### src/rtl/layer_sequencer_if.sv
// Bundle of job-control, GLB, array and PPU handshake signals for layer_sequencer.
// master = the sequencer itself, slave = the surrounding datapath / environment.
interface layer_sequencer_if #(
    parameter int WIDTH       = 64,
    parameter int ARRAY_TIMES = 16,
    parameter int ADDR_W      = 12,
    parameter int TILE_W      = 8
);
    localparam int STG_W = $clog2(ARRAY_TIMES);
    localparam int PPU_W = $clog2(WIDTH + 1);

    logic              start;
    logic              mode;
    logic [TILE_W-1:0] num_tiles;
    logic              glb_ready;
    logic              ifmap_wen;
    logic              weight_wen;
    logic              bias_wen;
    logic              ifmap_ren;
    logic              weight_ren;
    logic              bias_ren;
    logic              ofmap_ren;
    logic [ADDR_W-1:0] data_address;
    logic              i_en_array;
    logic              valid_array;
    logic [STG_W-1:0]  compute_stage;
    logic              i_en_ppu;
    logic              valid_ppu;
    logic [PPU_W-1:0]  ppu_count;
    logic [TILE_W-1:0] tile_idx;
    logic              busy;
    logic              done;

    modport master (
        input  start, mode, num_tiles, glb_ready, valid_array, valid_ppu,
        output ifmap_wen, weight_wen, bias_wen, ifmap_ren, weight_ren, bias_ren,
               ofmap_ren, data_address, i_en_array, compute_stage, i_en_ppu,
               ppu_count, tile_idx, busy, done
    );

    modport slave (
        output start, mode, num_tiles, glb_ready, valid_array, valid_ppu,
        input  ifmap_wen, weight_wen, bias_wen, ifmap_ren, weight_ren, bias_ren,
               ofmap_ren, data_address, i_en_array, compute_stage, i_en_ppu,
               ppu_count, tile_idx, busy, done
    );
endinterface

### src/rtl/layer_sequencer.sv
// Per-tile layer controller: loads ifmap/weight/bias into the GLB, runs ARRAY_TIMES
// array passes, drains WIDTH ofmap words through the PPU, then advances to the next tile.
module layer_sequencer #(
    parameter int WIDTH       = 64,
    parameter int ARRAY_TIMES = 16,
    parameter int ADDR_W      = 12,
    parameter int TILE_W      = 8
) (
    input  logic               clk,
    input  logic               rst,
    layer_sequencer_if.master  bus
);
    localparam int IFMAP_WORDS  = WIDTH / 4;
    localparam int WEIGHT_WORDS = WIDTH * WIDTH / 4;
    localparam int BIAS_WORDS   = WIDTH;
    localparam int STG_W        = $clog2(ARRAY_TIMES);
    localparam int PPU_W        = $clog2(WIDTH + 1);

    localparam logic [ADDR_W-1:0] IFMAP_LAST  = ADDR_W'(IFMAP_WORDS - 1);
    localparam logic [ADDR_W-1:0] WEIGHT_LAST = ADDR_W'(WEIGHT_WORDS - 1);
    localparam logic [ADDR_W-1:0] BIAS_LAST   = ADDR_W'(BIAS_WORDS - 1);
    localparam logic [ADDR_W-1:0] OFMAP_LAST  = ADDR_W'(WIDTH - 1);
    localparam logic [STG_W-1:0]  STAGE_LAST  = STG_W'(ARRAY_TIMES - 1);
    localparam logic [PPU_W-1:0]  BEAT_LAST   = PPU_W'(WIDTH - 1);

    typedef enum logic [2:0] {
        IDLE, LD_IFMAP, LD_WEIGHT, LD_BIAS, ARRAY, PPU, NEXT_TILE, DONE
    } state_t;

    state_t            state_reg;
    logic [ADDR_W-1:0] addr_reg;
    logic [STG_W-1:0]  stage_reg;
    logic [PPU_W-1:0]  beat_reg;
    logic [TILE_W-1:0] tile_reg;
    logic [TILE_W-1:0] tiles_reg;
    logic              mode_reg;
    logic              en_array_reg;
    logic              en_ppu_reg;
    logic              rd_done_reg;

    logic [ADDR_W-1:0] load_last;
    state_t            load_next;
    logic              ofmap_ren;
    logic              tile_last;

    // The three load states share one address walker; only the length and successor differ.
    always_comb begin
        load_last = IFMAP_LAST;
        load_next = LD_WEIGHT;
        case (state_reg)
            LD_IFMAP: begin
                load_last = IFMAP_LAST;
                load_next = (mode_reg && (tile_reg != '0)) ? ARRAY : LD_WEIGHT;
            end
            LD_WEIGHT: begin
                load_last = WEIGHT_LAST;
                load_next = LD_BIAS;
            end
            LD_BIAS: begin
                load_last = BIAS_LAST;
                load_next = ARRAY;
            end
            default: ;
        endcase
    end

    assign ofmap_ren = (state_reg == PPU) && !rd_done_reg;
    assign tile_last = (tile_reg == (tiles_reg - TILE_W'(1)));

    always_ff @(posedge clk) begin
        if (rst) begin
            state_reg    <= IDLE;
            addr_reg     <= '0;
            stage_reg    <= '0;
            beat_reg     <= '0;
            tile_reg     <= '0;
            tiles_reg    <= '0;
            mode_reg     <= 1'b0;
            en_array_reg <= 1'b0;
            en_ppu_reg   <= 1'b0;
            rd_done_reg  <= 1'b0;
        end else begin
            en_array_reg <= 1'b0;
            en_ppu_reg   <= ofmap_ren;
            case (state_reg)
                IDLE, DONE: begin
                    if (bus.start) begin
                        state_reg <= LD_IFMAP;
                        addr_reg  <= '0;
                        tile_reg  <= '0;
                        mode_reg  <= bus.mode;
                        tiles_reg <= (bus.num_tiles == '0) ? TILE_W'(1) : bus.num_tiles;
                    end
                end
                LD_IFMAP, LD_WEIGHT, LD_BIAS: begin
                    if (bus.glb_ready) begin
                        if (addr_reg == load_last) begin
                            addr_reg  <= '0;
                            state_reg <= load_next;
                            if (load_next == ARRAY) begin
                                stage_reg    <= '0;
                                en_array_reg <= 1'b1;
                            end
                        end else begin
                            addr_reg <= addr_reg + ADDR_W'(1);
                        end
                    end
                end
                ARRAY: begin
                    if (bus.valid_array) begin
                        if (stage_reg == STAGE_LAST) begin
                            stage_reg   <= '0;
                            addr_reg    <= '0;
                            rd_done_reg <= 1'b0;
                            state_reg   <= PPU;
                        end else begin
                            stage_reg    <= stage_reg + STG_W'(1);
                            addr_reg     <= ADDR_W'(stage_reg) + ADDR_W'(1);
                            en_array_reg <= 1'b1;
                        end
                    end
                end
                PPU: begin
                    // Read WIDTH ofmap words once; the address parks on the last word.
                    if (!rd_done_reg) begin
                        if (addr_reg == OFMAP_LAST) begin
                            rd_done_reg <= 1'b1;
                        end else begin
                            addr_reg <= addr_reg + ADDR_W'(1);
                        end
                    end
                    if (bus.valid_ppu) begin
                        if (beat_reg == BEAT_LAST) begin
                            beat_reg    <= '0;
                            addr_reg    <= '0;
                            rd_done_reg <= 1'b0;
                            state_reg   <= NEXT_TILE;
                        end else begin
                            beat_reg <= beat_reg + PPU_W'(1);
                        end
                    end
                end
                NEXT_TILE: begin
                    addr_reg <= '0;
                    if (tile_last) begin
                        state_reg <= DONE;
                    end else begin
                        tile_reg  <= tile_reg + TILE_W'(1);
                        state_reg <= LD_IFMAP;
                    end
                end
                default: state_reg <= IDLE;
            endcase
        end
    end

    assign bus.ifmap_wen     = (state_reg == LD_IFMAP) && bus.glb_ready;
    assign bus.weight_wen    = (state_reg == LD_WEIGHT) && bus.glb_ready;
    assign bus.bias_wen      = (state_reg == LD_BIAS) && bus.glb_ready;
    assign bus.ifmap_ren     = (state_reg == ARRAY);
    assign bus.weight_ren    = (state_reg == ARRAY);
    assign bus.bias_ren      = (state_reg == ARRAY);
    assign bus.ofmap_ren     = ofmap_ren;
    assign bus.data_address  = addr_reg;
    assign bus.i_en_array    = en_array_reg;
    assign bus.compute_stage = stage_reg;
    assign bus.i_en_ppu      = en_ppu_reg;
    assign bus.ppu_count     = beat_reg;
    assign bus.tile_idx      = tile_reg;
    assign bus.busy          = (state_reg != IDLE) && (state_reg != DONE);
    assign bus.done          = (state_reg == DONE);
endmodule

### src/flat_wrapper.sv
// flat-port wrapper written by rule: the top's interface ports become plain ports
module layer_sequencer_flat 
#(
    parameter int WIDTH       = 64,
    parameter int ARRAY_TIMES = 16,
    parameter int ADDR_W      = 12,
    parameter int TILE_W      = 8
)
  (clk, rst, bus_start, bus_mode, bus_num_tiles, bus_glb_ready, bus_valid_array, bus_valid_ppu, bus_ifmap_wen, bus_weight_wen, bus_bias_wen, bus_ifmap_ren, bus_weight_ren, bus_bias_ren, bus_ofmap_ren, bus_data_address, bus_i_en_array, bus_compute_stage, bus_i_en_ppu, bus_ppu_count, bus_tile_idx, bus_busy, bus_done);
  layer_sequencer_if #(.WIDTH(WIDTH), .ARRAY_TIMES(ARRAY_TIMES), .ADDR_W(ADDR_W), .TILE_W(TILE_W)) bus_i ();
  input  logic clk;
  input  logic rst;
  input wire logic [$bits(bus_i.start)-1:0] bus_start;
  input wire logic [$bits(bus_i.mode)-1:0] bus_mode;
  input wire logic [$bits(bus_i.num_tiles)-1:0] bus_num_tiles;
  input wire logic [$bits(bus_i.glb_ready)-1:0] bus_glb_ready;
  input wire logic [$bits(bus_i.valid_array)-1:0] bus_valid_array;
  input wire logic [$bits(bus_i.valid_ppu)-1:0] bus_valid_ppu;
  output wire logic [$bits(bus_i.ifmap_wen)-1:0] bus_ifmap_wen;
  output wire logic [$bits(bus_i.weight_wen)-1:0] bus_weight_wen;
  output wire logic [$bits(bus_i.bias_wen)-1:0] bus_bias_wen;
  output wire logic [$bits(bus_i.ifmap_ren)-1:0] bus_ifmap_ren;
  output wire logic [$bits(bus_i.weight_ren)-1:0] bus_weight_ren;
  output wire logic [$bits(bus_i.bias_ren)-1:0] bus_bias_ren;
  output wire logic [$bits(bus_i.ofmap_ren)-1:0] bus_ofmap_ren;
  output wire logic [$bits(bus_i.data_address)-1:0] bus_data_address;
  output wire logic [$bits(bus_i.i_en_array)-1:0] bus_i_en_array;
  output wire logic [$bits(bus_i.compute_stage)-1:0] bus_compute_stage;
  output wire logic [$bits(bus_i.i_en_ppu)-1:0] bus_i_en_ppu;
  output wire logic [$bits(bus_i.ppu_count)-1:0] bus_ppu_count;
  output wire logic [$bits(bus_i.tile_idx)-1:0] bus_tile_idx;
  output wire logic [$bits(bus_i.busy)-1:0] bus_busy;
  output wire logic [$bits(bus_i.done)-1:0] bus_done;
  assign bus_i.start = bus_start;
  assign bus_i.mode = bus_mode;
  assign bus_i.num_tiles = bus_num_tiles;
  assign bus_i.glb_ready = bus_glb_ready;
  assign bus_i.valid_array = bus_valid_array;
  assign bus_i.valid_ppu = bus_valid_ppu;
  assign bus_ifmap_wen = bus_i.ifmap_wen;
  assign bus_weight_wen = bus_i.weight_wen;
  assign bus_bias_wen = bus_i.bias_wen;
  assign bus_ifmap_ren = bus_i.ifmap_ren;
  assign bus_weight_ren = bus_i.weight_ren;
  assign bus_bias_ren = bus_i.bias_ren;
  assign bus_ofmap_ren = bus_i.ofmap_ren;
  assign bus_data_address = bus_i.data_address;
  assign bus_i_en_array = bus_i.i_en_array;
  assign bus_compute_stage = bus_i.compute_stage;
  assign bus_i_en_ppu = bus_i.i_en_ppu;
  assign bus_ppu_count = bus_i.ppu_count;
  assign bus_tile_idx = bus_i.tile_idx;
  assign bus_busy = bus_i.busy;
  assign bus_done = bus_i.done;
  layer_sequencer #(.WIDTH(WIDTH), .ARRAY_TIMES(ARRAY_TIMES), .ADDR_W(ADDR_W), .TILE_W(TILE_W)) u_core (.clk(clk), .rst(rst), .bus(bus_i));
endmodule
### config.mk
export PLATFORM = sky130hd
export DESIGN_NAME = layer_sequencer_flat
export DESIGN_NICKNAME = d
export VERILOG_FILES = /design/src/rtl/layer_sequencer_if.sv /design/src/rtl/layer_sequencer.sv /design/src/flat_wrapper.sv
export SDC_FILE = /design/constraint.sdc
export NUM_CORES = 1
export LEC_CHECK = 0
export BUFFER_PORTS_ARGS = -buffer_cell sky130_fd_sc_hd__buf_2
export CAP_MARGIN = 5
export CORE_MARGIN = 3
export CORE_UTILIZATION = 30
export DETAILED_ROUTE_END_ITERATION = 12
export PLACE_DENSITY_LB_ADDON = 0.05
export SLEW_MARGIN = 20
export SYNTH_ARGS = -nofsm -noshare
export SYNTH_HDL_FRONTEND = slang
export SYNTH_SLANG_ARGS = --single-unit
export TNS_END_PERCENT = 30
### constraint.sdc
create_clock -name clk -period 3.5 [get_ports clk]
set_clock_uncertainty 0.05 [all_clocks]
set_input_delay 0.175 -clock clk [delete_from_list [all_inputs] [get_ports clk]]
set_output_delay 0.175 -clock clk [all_outputs]
set_load 0.05 [all_outputs]
==> impl_metrics.json, run 1 <==
{
  "status": "finished, final reports clean",
  "worstSetupPathType": "reg -> reg",
  "syn_to_final_growth_pct": 17.1,
  "path_buf_inv": 0,
  "syn_inst": 359,
  "p_per_area_nw_per_um2": 490,
  "ys_types": 59,
  "path_cells": "ha_1 -> nand3_1 -> or3_1 -> o31ai_1 -> nand2_1 -> a32oi_1 -> o22ai_1",
  "regArea_um2": 921,
  "path_clk_slew_ns": 0.10,
  "numClockSinks": 46,
  "grt_pass1_wl_mm": 13.5,
  "die-height_um": 103,
  "finalMaxSlewViolations": 0,
  "clock_path_buffers": 2,
  "worstRegToRegCells": 7,
  "num_vias": 2794,
  "nNetsFinal": 428,
  "rsz0062_at_grt": "no",
  "hold_depth": 3,
  "whs_ns": 0.0782,
  "post_cts_resized": 0,
  "drt_pre_antenna_iters": 4,
  "crit_path_start_kind": "flip-flop",
  "place.port_buffers": 56,
  "multiInputGateArea_um2": 1770,
  "min_to": "u_core.mode_reg",
  "grt_pass1_vias": 2514,
  "gp_congestion": 0.783,
  "track_usage": 0.160,
  "htreeDepth": 2,
  "wirelength_mm": 8.26,
  "drive_gt1_frac": 0.197,
  "die-area_um2": 10700,
  "r2r_end": "u_core.bus.data_address[2]",
  "hold_viol_final": 0,
  "pre_cts_slack_ns": 0.830,
  "core-area_um2": 8980,
  "cp.arrival_ns": 2.84,
  "syn_nets": 380,
  "synth.avg_cell_area_um2": 7.92,
  "setup_viol": 0,
  "hpwl_mm": 6.17,
  "yosysSeqAreaShare": 0.324,
  "cpMaxStageDelayCell": "o31ai_1",
  "fin_ws_ns": 0.800,
  "timing.critical_path.to_type": "flip-flop",
  "post_drt_via_cell_ratio": 5.24,
  "ir_drop_mv": 0.178,
  "ant_nets": 0,
  "hold_path.class": "in -> reg",
  "rows": 34,
  "die_x_um": 103,
  "post_cts_buffers": 0,
  "path_max_fanout": 7,
  "synth-main-ff-cell": "dfxtp_1",
  "max_stage_delay_ns": 0.61,
  "final_common_cell": "buf_2",
  "drc": 0,
  "syn_area_um2": 2840,
  "worstPathRequired_ns": 3.64,
  "post_drt_wl_per_cell_um": 15.5,
  "ys.warnings.count": 0,
  "layout_common_cells": "56 x buf_2, 46 x dfxtp_1, 43 x nor2_1, 28 x a21oi_1, 26 x nand2_1",
  "drtIter0Drc": 138,
  "numCtsBuffers": 5,
  "period_minus_slack_ns": 2.70,
  "antennaDiodeCount": 0,
  "cts_tree": "built",
  "synth-edff-count": 0,
  "finalSetupTns_ns": 0,
  "period_share": 0.772,
  "r2r_setup_slack_ns": 0.80,
  "ioPinCount": 57,
  "slew_headroom": 0.495,
  "max_slew.worst_pin.slew_ns": 0.758,
  "grt_max_degree": 38,
  "clockRootBuffer": "clkbuf_8",
  "largest_reg_flops": 12,
  "antenna_found_initial": 0,
  "grt-ovfl-total": 0,
  "r2r-start": "u_core.bus.data_address[0]",
  "start_util": 0.317,
  "fmax_ghz": 0.370,
  "clock_latency_ns": 0.30,
  "path_delay_family": "compound AO/OA/AOI/OAI gates",
  "p_leak_nw": 1.39,
  "hp-start": "bus_mode",
  "hold_buffers": 0,
  "async_flop_share": 0,
  "fillerInstances": 955,
  "synth_seq_cells": 46,
  "maxCapViolCount": 0
}
## final cells by class
| cell class | instances | area share |
|---|---|---|
| clock buffers | 6 | 0.0248 |
| clock inverters | 1 | 0.00902 |
| inverters | 20 | 0.0225 |
| multi-input cells | 276 | 0.531 |
| flip-flops and latches | 46 | 0.277 |
| well taps | 126 | 0.0474 |
| repair buffers | 58 | 0.0887 |
## routing by layer
layer,GRT usage,routed length [um],vias to the layer above
li1,-,-,1415
met1,0.243,4240,1306
met2,0.232,3560,69
met3,0.0275,388,4
met4,0.0369,69,0
met5,0,0,-
## logic make-up (layout without fill, tap and decap cells)
| logic type | Yosys count | in the layout | synth area share |
|---|---|---|---|
| xor+xnor | 16 | 16 | 0.0493 |
| compound gates | 99 | 99 | 0.236 |
| buf+inv | 37 | 85 | 0.0546 |
| fa+ha+maj | 6 | 6 | 0.0264 |
| flops | 46 | 46 | 0.324 |
| mux | 12 | 12 | 0.0422 |
| simple gates | 143 | 143 | 0.267 |
## report_power, final
part | internal, mW | leakage, nW | switching [mW]
registers | 0.556 | 0.372 | 0.0793
clock network | 0.229 | 0.0573 | 0.186
logic | 0.208 | 0.962 | 0.376
## tightest hold or removal path: cells and delay by family
family,cells,cell delay [ns]
buf+inv,1,0.09
mux,1,0.05
simple gates,1,0.07
## worst max path at each step
| stage | startpoint | cells past startpoint | endpoint |
|---|---|---|---|
| floorplan | u_core.state_reg[2] | 7 | u_core.bus.data_address[6] |
| global placement | u_core.bus.data_address[0] | 7 | u_core.bus.data_address[2] |
| detailed placement | u_core.bus.data_address[0] | 7 | u_core.bus.data_address[2] |
| CTS | u_core.bus.data_address[0] | 7 | u_core.bus.data_address[2] |
| global route | u_core.bus.data_address[0] | 7 | u_core.bus.data_address[2] |
| finish | u_core.bus.data_address[0] | 7 | u_core.bus.data_address[2] |
## cell usage after synthesis, types with 7 or more instances
cell type  number  area (um^2)
nand3_1        11         55.1
a21oi_1        28          140
nand2b_1        7         43.8
inv_1          20         75.1
nand2_1        26         97.6
mux2i_1        12          120
xor2_1         10         87.6
nor2_1         43          161
nor3_1         12         60.1
o21ai_0        17         85.1
dfxtp_1        46          921
## metrics by stage
step	cells	utilization	total power [mW]	instance area (um^2)
4_1_cts	533	0.371	1.65	3330
3_5_place_dp	526	0.358	1.23	3220
3_3_place_gp	526	0.358	1.23	3220
5_1_grt	533	0.371	1.74	3330
2_1_floorplan	359	-	1.08	2840
6_report	533	0.371	1.63	3330
(Power assumes the default switching activity.)
==> run 2, diff against run 1 <==
==> constraint.sdc (replaced) <==
create_clock -name clk -period 2.4 [get_ports clk]
set_clock_uncertainty 0.05 [all_clocks]
set_input_delay 0.12 -clock clk [delete_from_list [all_inputs] [get_ports clk]]
set_output_delay 0.12 -clock clk [all_outputs]
set_load 0.05 [all_outputs]
==> impl_metrics.json, run 2 (synthesized netlist as in run 1, its figures left out) <==
{
  "nNetsFinal": 458,
  "htreeDepth": 2,
  "dpl.cell_count": 553,
  "final_common_cell": "buf_2",
  "cp.arrival_ns": 2.44,
  "drive_gt1_frac": 0.272,
  "core-area_um2": 8980,
  "finalSetupTns_ns": 0,
  "setup_viol": 0,
  "worstSetupPathType": "reg -> reg",
  "pre_cts_slack_ns": 0.0409,
  "p_per_area_nw_per_um2": 684,
  "worstPathRequired_ns": 2.57,
  "fin_ws_ns": 0.133,
  "start_util": 0.317,
  "largest_reg_flops": 12,
  "layout_common_cells": "56 x buf_2, 44 x dfxtp_1, 42 x nor2_1, 29 x buf_4, 28 x a21oi_1",
  "period_share": 0.945,
  "gp_congestion": 0.848,
  "maxCapViolCount": 0,
  "ant_nets": 0,
  "numCtsBuffers": 5,
  "timing.critical_path.to_type": "flip-flop",
  "p_leak_nw": 1.55,
  "r2r_setup_slack_ns": 0.13,
  "post_drt_wl_per_cell_um": 14.8,
  "drtIter0Drc": 130,
  "clock_latency_ns": 0.30,
  "track_usage": 0.160,
  "post_drt_via_cell_ratio": 5.08,
  "final_cell_count_no_fill": 564,
  "max_slew.worst_pin.slew_ns": 0.440,
  "path_max_fanout": 5,
  "drt_pre_antenna_iters": 4,
  "slew_headroom": 0.705,
  "drc": 0,
  "stdcell_area_um2": 3610,
  "whs_ns": 0.00883,
  "status": "finished, final reports clean",
  "place.port_buffers": 56,
  "cts_tree": "built",
  "hpwl_mm": 6.31,
  "r2r-start": "u_core.bus.data_address[1]",
  "die_x_um": 103,
  "num_vias": 2866,
  "die-height_um": 103,
  "r2r_end": "u_core.state_reg[0]",
  "rows": 34,
  "critical_path.endpoint": "u_core.state_reg[0]",
  "worstRegToRegCells": 7,
  "fmax_ghz": 0.441,
  "hold_path.class": "in -> reg",
  "syn_to_final_growth_pct": 26.9,
  "grt-ovfl-total": 0,
  "die-area_um2": 10700,
  "wirelength_mm": 8.33,
  "place_area_um2": 3430,
  "clock_path_buffers": 2,
  "clockRootBuffer": "clkbuf_8",
  "grt_max_degree": 28,
  "finalMaxSlewViolations": 0,
  "ioPinCount": 57,
  "hold_viol_final": 0,
  "crit_path_start": "u_core.bus.data_address[1]",
  "period_minus_slack_ns": 2.27,
  "numClockSinks": 46,
  "rsz0062_at_grt": "no",
  "ir_drop_mv": 0.252,
  "antenna_found_initial": 0,
  "grt_pass1_wl_mm": 13.6,
  "grt_pass1_vias": 2646,
  "antennaDiodeCount": 0,
  "crit_path_start_kind": "flip-flop",
  "path_clk_slew_ns": 0.09
}
## run 2: power by group
group          internal [mW]  total [mW]  switching (mW)
logic                  0.440        1.07           0.629
registers              0.811       0.888          0.0767
clock network          0.233       0.512           0.279
total                   1.48        2.47           0.985
## run 2: metrics by stage
stage	utilization	total power, mW
finish	0.402	2.47
global route	0.402	2.65
CTS	0.395	2.44
detailed placement	0.383	1.91
global placement	0.383	1.91
floorplan	-	1.59
## run 2: worst min path at each step
stage,from,endpoint,slack (ns),depth (start not counted)
detailed placement,bus_mode,u_core.mode_reg,0.32,3
finish,bus_num_tiles[5],u_core.tiles_reg[5],0.009,3
CTS,bus_num_tiles[5],u_core.tiles_reg[5],0.0008,3
global placement,bus_mode,u_core.mode_reg,0.30,3
global route,bus_num_tiles[5],u_core.tiles_reg[5],0.009,3
floorplan,bus_mode,u_core.mode_reg,0.21,2
## run 2: per-layer routing
metal	global-route usage	up-vias	routed length, um
li1	-	1474	-
met3	0.0322	5	451
met1	0.253	1315	4460
met5	0	-	0
met4	0.0349	0	72
met2	0.222	72	3340
## run 2: area by class of cell
cell class	count	area, um^2
sequential	46	926
clock inverter	1	5.00
fill	964	5370
multi-input combinational	276	1830
inverter	20	75.1
timing repair buffer	88	529
clock buffer	7	86.3
tap	126	158
## run 2: critical path, cell delays in order (launching register included)
cell	delay [ns]
dfxtp_2	0.38
ha_1	0.17
nand3_1	0.12
or3_4	0.37
or4b_4	0.51
a211oi_4	0.30
nor2_1	0.07
a211oi_1	0.21
## run 2: timing repair
action,CTS,global route
setup endpoints to repair,0,9
gates resized for setup,0,11
hold buffers,2,0
buffers inserted,0,1
endpoints found under the hold margin,2,0
